===== src/rtl/song_sequencer.sv =====
`default_nettype none
// ============================================================================
//  song_sequencer : walks a note-duration ROM and gates a tone with an
//  articulation gap; strobes each note start and flags end of song.
//  Revision 1.0
// ============================================================================
module song_sequencer #(
  parameter int CLOCK_FREQ = 100_000_000,
  parameter int GAP_CYCLES = CLOCK_FREQ / 100,
  parameter int INDEX_W    = 11,
  parameter int DUR_W      = 29,
  parameter bit LOOP       = 1'b0
) (
  input  logic               clk,
  input  logic               rst,
  input  logic               play,
  input  logic               restart,
  input  logic [DUR_W-1:0]   note_dur,
  output logic [INDEX_W-1:0] note_index,
  output logic               note_on,
  output logic               note_strobe,
  output logic               song_done
);

  localparam logic [DUR_W-1:0]   GAP_LEN = DUR_W'(GAP_CYCLES);
  localparam logic [DUR_W:0]     GAP_X2  = (DUR_W+1)'(2 * GAP_CYCLES);
  localparam logic [INDEX_W-1:0] IDX_MAX = '1;

  typedef enum logic [2:0] {
    S_IDLE = 3'd0,
    S_LOAD = 3'd1,
    S_ON   = 3'd2,
    S_GAP  = 3'd3,
    S_DONE = 3'd4
  } state_e;

  state_e             state_q, state_d;
  logic [INDEX_W-1:0] index_q, index_d;
  logic [DUR_W-1:0]   cnt_q, cnt_d;
  logic               has_gap_q, has_gap_d;
  logic               note_on_q, note_on_d;
  logic               strobe_q, strobe_d;
  logic               done_q, done_d;
  logic               advance;

  always_comb begin
    state_d   = state_q;
    index_d   = index_q;
    cnt_d     = cnt_q;
    has_gap_d = has_gap_q;
    strobe_d  = 1'b0;
    done_d    = 1'b0;
    advance   = 1'b0;

    case (state_q)
      S_IDLE: if (play) state_d = S_LOAD;
      S_LOAD: begin
        if (note_dur == '0) begin
          // an empty song (terminator at index 0) parks in DONE even when looping
          if (!LOOP || index_q == '0) begin
            state_d = S_DONE;
          end else begin
            index_d = '0;
            done_d  = 1'b1;
          end
        end else begin
          if (GAP_CYCLES > 0 && {1'b0, note_dur} > GAP_X2) begin
            cnt_d     = note_dur - GAP_LEN - DUR_W'(1);
            has_gap_d = 1'b1;
          end else begin
            cnt_d     = note_dur - DUR_W'(1);
            has_gap_d = 1'b0;
          end
          state_d  = S_ON;
          strobe_d = 1'b1;
        end
      end
      S_ON: begin
        if (play) begin
          if (cnt_q != '0) begin
            cnt_d = cnt_q - DUR_W'(1);
          end else if (has_gap_q) begin
            cnt_d   = GAP_LEN - DUR_W'(1);
            state_d = S_GAP;
          end else begin
            advance = 1'b1;
          end
        end
      end
      S_GAP: begin
        if (play) begin
          if (cnt_q != '0) cnt_d = cnt_q - DUR_W'(1);
          else             advance = 1'b1;
        end
      end
      S_DONE: ;
      default: state_d = S_IDLE;
    endcase

    if (advance) begin
      if (index_q == IDX_MAX) begin
        state_d = S_DONE;
      end else begin
        index_d = index_q + INDEX_W'(1);
        state_d = S_LOAD;
      end
    end

    if (state_d == S_DONE && !LOOP) done_d = 1'b1;
    note_on_d = (state_d == S_ON) && play;

    if (restart) begin
      state_d   = S_IDLE;
      index_d   = '0;
      cnt_d     = '0;
      has_gap_d = 1'b0;
      note_on_d = 1'b0;
      strobe_d  = 1'b0;
      done_d    = 1'b0;
    end
  end

  always_ff @(posedge clk) begin
    if (rst) begin
      state_q   <= S_IDLE;
      index_q   <= '0;
      cnt_q     <= '0;
      has_gap_q <= 1'b0;
      note_on_q <= 1'b0;
      strobe_q  <= 1'b0;
      done_q    <= 1'b0;
    end else begin
      state_q   <= state_d;
      index_q   <= index_d;
      cnt_q     <= cnt_d;
      has_gap_q <= has_gap_d;
      note_on_q <= note_on_d;
      strobe_q  <= strobe_d;
      done_q    <= done_d;
    end
  end

  assign note_index  = index_q;
  assign note_on     = note_on_q;
  assign note_strobe = strobe_q;
  assign song_done   = done_q;

endmodule
`default_nettype wire


===== config.mk =====
export PLATFORM = sky130hd
export DESIGN_NAME = song_sequencer
export DESIGN_NICKNAME = d
export VERILOG_FILES = /design/src/rtl/song_sequencer.sv
export SDC_FILE = /design/constraint.sdc
export NUM_CORES = 1
export LEC_CHECK = 0
export CAP_MARGIN = 20
export CORE_ASPECT_RATIO = 1.2
export CORE_MARGIN = 10
export CORE_UTILIZATION = 51
export CTS_CLUSTER_DIAMETER = 40
export DETAILED_ROUTE_END_ITERATION = 10
export GPL_TIMING_DRIVEN = 0
export MAX_ROUTING_LAYER = met4
export PLACE_DENSITY = 0.75
export SLEW_MARGIN = 20
export SYNTH_ARGS = -nofsm -noshare
export SYNTH_HDL_FRONTEND = slang
export SYNTH_SLANG_ARGS = --single-unit

===== constraint.sdc =====
create_clock -name clk -period 2.9 [get_ports clk]
set_clock_uncertainty 0.15 [all_clocks]
set_input_delay 0.58 -clock clk [delete_from_list [all_inputs] [get_ports clk]]
set_output_delay 0.58 -clock clk [all_outputs]
set_load 0.005 [all_outputs]

[After elaboration in Yosys (flattened, before gate mapping)]
Cells that the tools add are included.
Word-level totals
  flip-flop bits (word level): 47
  bits in latches: 0
  memory bits (writable): 0
  ROM bits: 0
  output and inout bits: 14
  logic and storage cells: 64
  memories kept: 0
Cells by class
  add/subtract/negate cells: 5
  multiply operators: 0
  divide/modulo/power cells: 0
  order comparisons: 1
  eq/ne operators: 12
  shifts and indexed selects: 0
  multiplexer cells: 25
  bitwise gates (word level): 3
  reductions and logical operators: 11
Operators with widths (count)
  two-way mux 29 bit: 7
  one-hot mux 29 bit (3 select lines): 1
  subtractor 29 x 1 -> 29 bit (second input constant): 3
  > comparator 29 x 21 -> 1 bit (second input constant): 1
  logical NOT 29 bit: 1
  nonzero test 29 bit: 1
  subtractor 29 x 20 -> 29 bit (second input constant): 1
  two-way mux 3 bit: 7
  one-hot mux 3 bit (4 select lines): 1
  adder 11 x 1 -> 11 bit (second input constant): 1
  == test 11 bit (second input constant): 1
  == test 3 x 2 -> 1 bit (second input constant): 3
  two-way mux 1 bit: 8
  != test 2 bit (second input constant): 4
  == test 3 bit (second input constant): 2
  AND reduction 6 bit: 1
  AND reduction 2 bit: 2
  OR reduction 2 bit: 2
  == test 3 x 1 -> 1 bit (second input constant): 1
  logical NOT 3 bit: 1
  != test 3 bit (second input constant): 1
  NOT 1 bit: 3
  nonzero test 3 bit: 1
  OR reduction 3 bit: 1
  other kinds (2): 2

[Logic depth before layout (Yosys ltp)]
Gate-level depths: netlist of run 1.
  word-level depth: 7
  gate-level depth with buffers: 10
  depth with buffers taken out: 9

[Worst setup path after synthesis of run 1]
OpenSTA, ideal clock, no wires.
  kind: input to register
  start: input note_dur[17]
  end: register cnt_q[14]
  setup time: 88 ps
  arrival: 2640 ps
  data required time: 2662 ps
  slack: 22 ps
  stages on the path: 9
  path buffers: 2
  cell sequence: buf_6 or3_4 or4_4 o31a_1 a21oi_4 nor2_2 buf_6 and3_1 nor4_2
On the way
  word-level cells in the longest chain between the ends: 4
  elaborated cells between the ends (all ways): 7
  those cells by class: order compare: 1; eq/ne: 1; mux: 3; reduce/logical: 2
RTL lines
  start, declared: line 18  | input logic [DUR_W-1:0] note_dur,
  > comparator 29 x 21 -> 1 bit: line 67  | if (GAP_CYCLES > 0 && {1'b0, note_dur} > GAP_X2) begin
  two-way mux 29 bit: line 67
  two-way mux 29 bit: line 58  | if (note_dur == '0) begin
  one-hot mux 29 bit (3 select lines): line 55  | case (state_q)
  end signal, assigned: line 135  | cnt_q <= cnt_d;
  end, declared: line 39  | logic [DUR_W-1:0] cnt_q, cnt_d;
Parallel ways exist; a longest one is shown, timed or not. The select of a mux whose other input is x is not followed.
A chain may end at the register's enable or synchronous reset.

[Worst setup path in the final report of run 1]
  start: input note_dur[0]
  end: register cnt_q[13]
On the way
  word-level cells in the longest chain between the ends: 5
  elaborated cells between the ends (all ways): 10
  those cells by class: add/sub: 3; order compare: 1; eq/ne: 1; mux: 3; reduce/logical: 2
RTL lines
  subtractor 29 x 20 -> 29 bit: line 68  | cnt_d = note_dur - GAP_LEN - DUR_W'(1);
  subtractor 29 x 1 -> 29 bit: line 68
  two-way mux 29 bit: line 67
  two-way mux 29 bit: line 58
  one-hot mux 29 bit (3 select lines): line 55
Parallel ways exist; a longest one is shown, timed or not. The select of a mux whose other input is x is not followed.

==> impl_metrics.toml, run 1 <==
[final_layout]
fin_area_sq_um = 4570
area_growth_pct = 27.7
fill_cells = 600
utilization = 0.671
diodes = 0
final_layout_size_suffix_gt1_frac = 0.158
final_nets = 586

[detailed_routing]
initialDrtViolationCount = 387
antenna_left = 0
via_count = 4163
vias_per_cell = 6.55
wl_per_cell_microns = 19.4
drt-total-wl_microns = 12300
drc_errors = 0
firstDrtPassIters = 5

[synthesis]
synth-edff-count = 0
synth_top_area_cell = "dfxtp_1"
synth_top_area_frac = 0.263
seq_area_frac_synth = 0.263
synthFlopType = "dfxtp_1"
synthCells = 488
ys_ff_latch = 47
synth_cell_type_count = 62
yosysWarningCount = 0
syn_area_sq_um = 3580
synth_area_leaders = "dfxtp_1 (26%), nor2_1 (6.4%), xor2_1 (5.6%)"
synthTopCellsByCount = "nor2_1 (61), dfxtp_1 (47), nor3_1 (34)"
synth_fp_nets = 526
async_flop_share = 0
synth.most_common_cell = "nor2_1"
avgSynthCellArea_sq_um = 7.33

[cts]
cts_tree = "done"
cts.sinks = 47
clock_path_buffers = 2
clock_latency_ns = 0.32
hold_buffers = 0
h-tree-depth = 2
clk_root_buffer_cell = "clkbuf_8"
clk_pin_slew_ns = 0.08
cts_buffers = 5

[pwr]
ir_drop_mv = 0.190
power.density_nw_per_um2 = 349
sw_frac_of_total = 0.325
leakagePower_nw = 1.63
combPwrFrac = 0.271
clkPwrFrac = 0.311
p_sw_mw = 0.519
intPower_mw = 1.08
power_frac_seq = 0.418
p_total_mw = 1.60

[critical_path]
r2r_start = "cnt_q[24]"
rrSetupSlack_ns = 0.08
crit_path_start_kind = "input port"
cp.arrival_ns = 2.94
required_ns = 2.93
r2r-end = "cnt_q[8]"
r2r_cells = 9
critPathMaxFanout = 4
path_class = "input port to flop"
worst_setup_path_end_kind = "flop"

[global_routing]
grt_pass1_wl_microns = 19100
antenna_found_initial = 0
grt_pass1_vias = 3798
overflow = 0
grt_max_degree = 16
grt_usage = 0.223

[sta]
fin_crit_sh = 1.00
hold_viol = 0
hold_ws_ns = 0.341
period_needed_ns = 2.91
setup_viol = 1
finalMaxSlewViolations = 0
layout_setup_ws_ns = -0.0144
tightest_slew_ns = 0.742
worst_slew_margin_rel = 0.504
rsz0062_at_grt = "true"
clock.fmax_ghz = 0.343

[status]
violations = "negative setup slack"
outcome = "finished, violations left"

[worst_hold_path]
min-delay-start = "cnt_q[0]"
min_to = "cnt_q[0]"
holdPathStages = 2
hold_path.class = "flop to flop"

[floorplan]
dieArea_sq_um = 10800
die_w_microns = 96.5
core-area_sq_um = 6810
start_util = 0.525
num_io_pins = 47
fp-row-count = 33
dieHeight_microns = 112

[job]
max_cap_viol_count = 0

[placement]
dp_slack_ns = -0.780
port_buffers = 38
place_area_sq_um = 4070
dpl.hpwl_microns = 8920
gp_congestion = 0.964
==> power by group through the flow <==
| stage | clock network [mW] | registers (mW) | logic, mW |
|---|---|---|---|
| final | 0.497 | 0.667 | 0.432 |
| after global placement | 0 | 0.680 | 0.374 |
| after CTS | 0.494 | 0.666 | 0.398 |
| after floorplan | 0 | 0.678 | 0.251 |
| after detailed placement | 0 | 0.680 | 0.378 |
| after global routing | 0.523 | 0.669 | 0.462 |
==> critical path, cell delays in order <==
cell	delay, ns
clkdlybuf4s50_1	0.45
inv_2	0.10
ha_1	0.20
nor2b_4	0.19
nand3_1	0.12
or4_4	0.56
buf_4	0.17
a21oi_1	0.12
o21ai_0	0.11
xor2_1	0.23
o22ai_1	0.11
==> repair_timing <==
action | 4_1_cts | 5_1_grt
resized for setup | 36 | 41
setup endpoints to repair | 30 | 33
cloned | 0 | 0
pin swaps | 9 | 14
setup buffers | 12 | 5
==> per-layer routing <==
layer | wire length, microns | GRT usage | share of wire
met2 | 6070 | 0.357 | 0.49
met4 | 342 | 0.0748 | 0.028
met3 | 985 | 0.0255 | 0.080
met5 | 0 | - | 0
met1 | 4940 | 0.281 | 0.40
==> kinds of logic (layout without fill, tap and decap cells) <==
kind of cell	after synthesis	after routing	synth area share
compound gates	139	139	0.260
xor+xnor	32	32	0.0783
fa+ha+maj	5	5	0.0175
buf+inv	42	103	0.0507
flops	47	47	0.263
mux	4	4	0.0115
simple gates	219	219	0.319
==> placed cells by master, fill, tap and decap left out, types with 6 or more instances in the layout <==
master and count:
nor4_1 9, o22ai_1 20, xor2_1 22, clkdlybuf4s50_1 27, nand2_1 28, a31oi_1 7
and3_1 8, inv_1 10, buf_4 20, dlymetal6s2s_1 7, dfxtp_1 47, clkbuf_8 6
o211ai_1 6, o21ai_0 26, nand3_1 18, clkbuf_1 15, nand4_1 11, a22oi_1 6
xnor2_1 9, a21oi_1 22, nor3_1 31, nor2_1 57, a211oi_1 7
==> stage by stage <==
stage / instances / setup TNS, ns
finish: 636 / -0.0144
global route: 636 / -0.638
CTS: 631 / -0.0364
detailed placement: 613 / -19.61
global placement: 613 / -20.11
floorplan: 488 / 0
==> sequential cells by signal, summed over array words and instances, names as in the netlist <==
| name | count |
|---|---|
| cnt_q | 29 |
| note_index | 11 |
| state_q | 3 |
| has_gap_q | 1 |
| note_on | 1 |
| song_done | 1 |
| note_strobe | 1 |
==> worst max-delay path by stage <==
stage                      start         to  depth (start not counted)
floorplan           note_dur[17]  cnt_q[14]                          9
global placement     note_dur[2]  cnt_q[27]                          8
detailed placement   note_dur[2]  cnt_q[27]                          8
CTS                  note_dur[0]  cnt_q[19]                         11
global route           cnt_q[24]  cnt_q[25]                          9
finish               note_dur[0]  cnt_q[13]                         11
==> layout make-up <==
type / instances / area (sq um) / area share
flip-flops and latches: 47 / 941 / 0.206
inverters: 11 / 41.3 / 0.00904
clock inverters: 3 / 43.8 / 0.00959
repair buffers: 55 / 520 / 0.114
multi-input cells: 399 / 2680 / 0.587
clock buffers: 5 / 68.8 / 0.0151
well taps: 87 / 109 / 0.0238
plain buffers: 29 / 163 / 0.0356
Note: power is estimated with default switching activity, not from simulation.
==> run 2: changes to the inputs <==
- CORE_UTILIZATION: 51 -> 52
- CTS_BUF_LIST: unset -> sky130_fd_sc_hd__clkbuf_4
- PLACE_DENSITY: 0.75 -> 0.76
==> run 2 against run 1 <==
Critical path depth decreased by 1. Largest power group unchanged. Global-route usage increased by 0.22 points. Sequential share of layout area increased by 0.51 points. The run now ends clean. Largest cell class unchanged. Wire length decreased by 2.8%. Critical endpoint is now cnt_q[18]. Register-to-register slack improved by 0.09 ns. Highest routed layer unchanged. Combinational power about the same. Total power decreased by 10%.
==> impl_metrics.toml, run 2 (synthesis results as in run 1) <==
[critical_path]
critPathMaxFanout = 4
r2r-end = "cnt_q[27]"
cp.arrival_ns = 2.99
rrSetupSlack_ns = 0.17
required_ns = 2.99
crit_path_start_kind = "input port"
path_class = "input port to flop"
r2r_start = "cnt_q[7]"
worst_setup_path_end_kind = "flop"
r2r_cells = 9

[final_layout]
final_layout_size_suffix_gt1_frac = 0.144
largest-register = "cnt_q"
final_cell_mix = "nor2_1 (58), dfxtp_1 (46), nor3_1 (33), clkdlybuf4s50_1 (32), nand2_1 (29)"
area_growth_pct = 24.8
final_common_cell = "nor2_1"
regArea_sq_um = 942
fin_area_sq_um = 4460
diodes = 0
largest_register_ffs = 29
final_nets = 577
fill_cells = 596
multi_input_area_sq_um = 2700

[detailed_routing]
via_count = 4101
initialDrtViolationCount = 319
vias_per_cell = 6.54
drc_errors = 0
firstDrtPassIters = 5
antenna_left = 0
drt-total-wl_microns = 12000
wl_per_cell_microns = 19.1

[worst_hold_path]
min_to = "cnt_q[0]"
holdPathStages = 2
hold_path.class = "flop to flop"
min-delay-start = "cnt_q[0]"

[placement]
place_area_sq_um = 4070
gp_congestion = 0.983
dp_slack_ns = -0.802
dpl.hpwl_microns = 9030
port_buffers = 38

[floorplan]
num_io_pins = 47
fp-row-count = 33
dieHeight_microns = 111
dieArea_sq_um = 10600
core-area_sq_um = 6770
die_w_microns = 95.7
start_util = 0.528

[sta]
finalMaxSlewViolations = 0
layout_setup_ws_ns = 0.00565
fin_crit_sh = 0.998
period_needed_ns = 2.89
worst_slew_margin_rel = 0.508
hold_viol = 0
tns_ns = 0
clock.fmax_ghz = 0.346
tightest_slew_ns = 0.736
setup_viol = 0

[global_routing]
grt_usage = 0.225
overflow = 0
antenna_found_initial = 0
grt_pass1_vias = 3962
grt_pass1_wl_microns = 19300
grt_max_degree = 15

[cts]
clk_pin_slew_ns = 0.16
cts_tree = "done"
clock_latency_ns = 0.38
cts.sinks = 47
clk_root_buffer_cell = "clkbuf_4"
hold_buffers = 0
h-tree-depth = 2
cts_buffers = 5
clock_path_buffers = 2

[pwr]
power.density_nw_per_um2 = 321
ir_drop_mv = 0.175
leakagePower_nw = 1.55

[status]
outcome = "complete, no violations"

[job]
max_cap_viol_count = 0
## run 2: cell types whose count changed in the layout (fill, tap and decap cells not counted), sizes merged
cell / delta
dlygate4sd2: -2
buf: -10
clkdlybuf4s15: +1
bufinv: -1
clkbuf: +1
dlymetal6s2s: -3
clkdlybuf4s50: +5
## run 2: worst max path at each step
stage / from / to / slack, ns
2_1_floorplan: note_dur[17] / cnt_q[14] / 0.02
3_3_place_gp: note_dur[2] / cnt_q[27] / -0.80
3_5_place_dp: note_dur[2] / cnt_q[27] / -0.80
4_1_cts: note_dur[19] / cnt_q[19] / 0.003
5_1_grt: note_dur[27] / cnt_q[15] / -0.05
6_report: note_dur[0] / cnt_q[18] / 0.006
## run 2: what timing repair did
item                       CTS  global route
setup endpoints to repair   30            34
cloned                       0             1
setup buffers                6             2
resized for setup           29            47
pin swaps                    5             9
## run 2: area by class of cell
cell class,count,share of cell area
multi-input cells,399,0.605
flip-flops and latches,47,0.211
repair buffers,47,0.103
plain buffers,28,0.0342
well taps,87,0.0244
clock buffers,6,0.0101
inverters,11,0.00925
clock inverters,2,0.00280
## run 2: critical path: stages
cell	delay (ns)
clkdlybuf4s50_1	0.44
inv_2	0.12
ha_1	0.21
nor2b_4	0.19
nand3_2	0.11
or4_4	0.57
a21oi_4	0.21
a31oi_1	0.13
xor2_1	0.31
a211oi_2	0.11
## run 2: per-stage QoR
step                instances  utilization  total power [mW]  hold WS [ns]
CTS                       625        0.630              1.39         0.345
global placement          613        0.601              1.05         0.318
finish                    627        0.659              1.43         0.345
floorplan                 488            -             0.929         0.302
detailed placement        613        0.601              1.06         0.326
global route              627        0.659              1.49         0.372
## run 2: layer usage
metal / vias up / global-route usage / part of all wire
met5: - / - / 0
met4: 0 / 0.0966 / 0.035
met3: 36 / 0.0427 / 0.074
met2: 214 / 0.357 / 0.48
met1: 1902 / 0.269 / 0.41
li1: 1949 / - / -
## run 2: power by group
group | switching, mW | total (mW) | internal [mW]
Clock | 0.230 | 0.334 | 0.104
Sequential | 0.0118 | 0.668 | 0.656
Combinational | 0.266 | 0.432 | 0.165
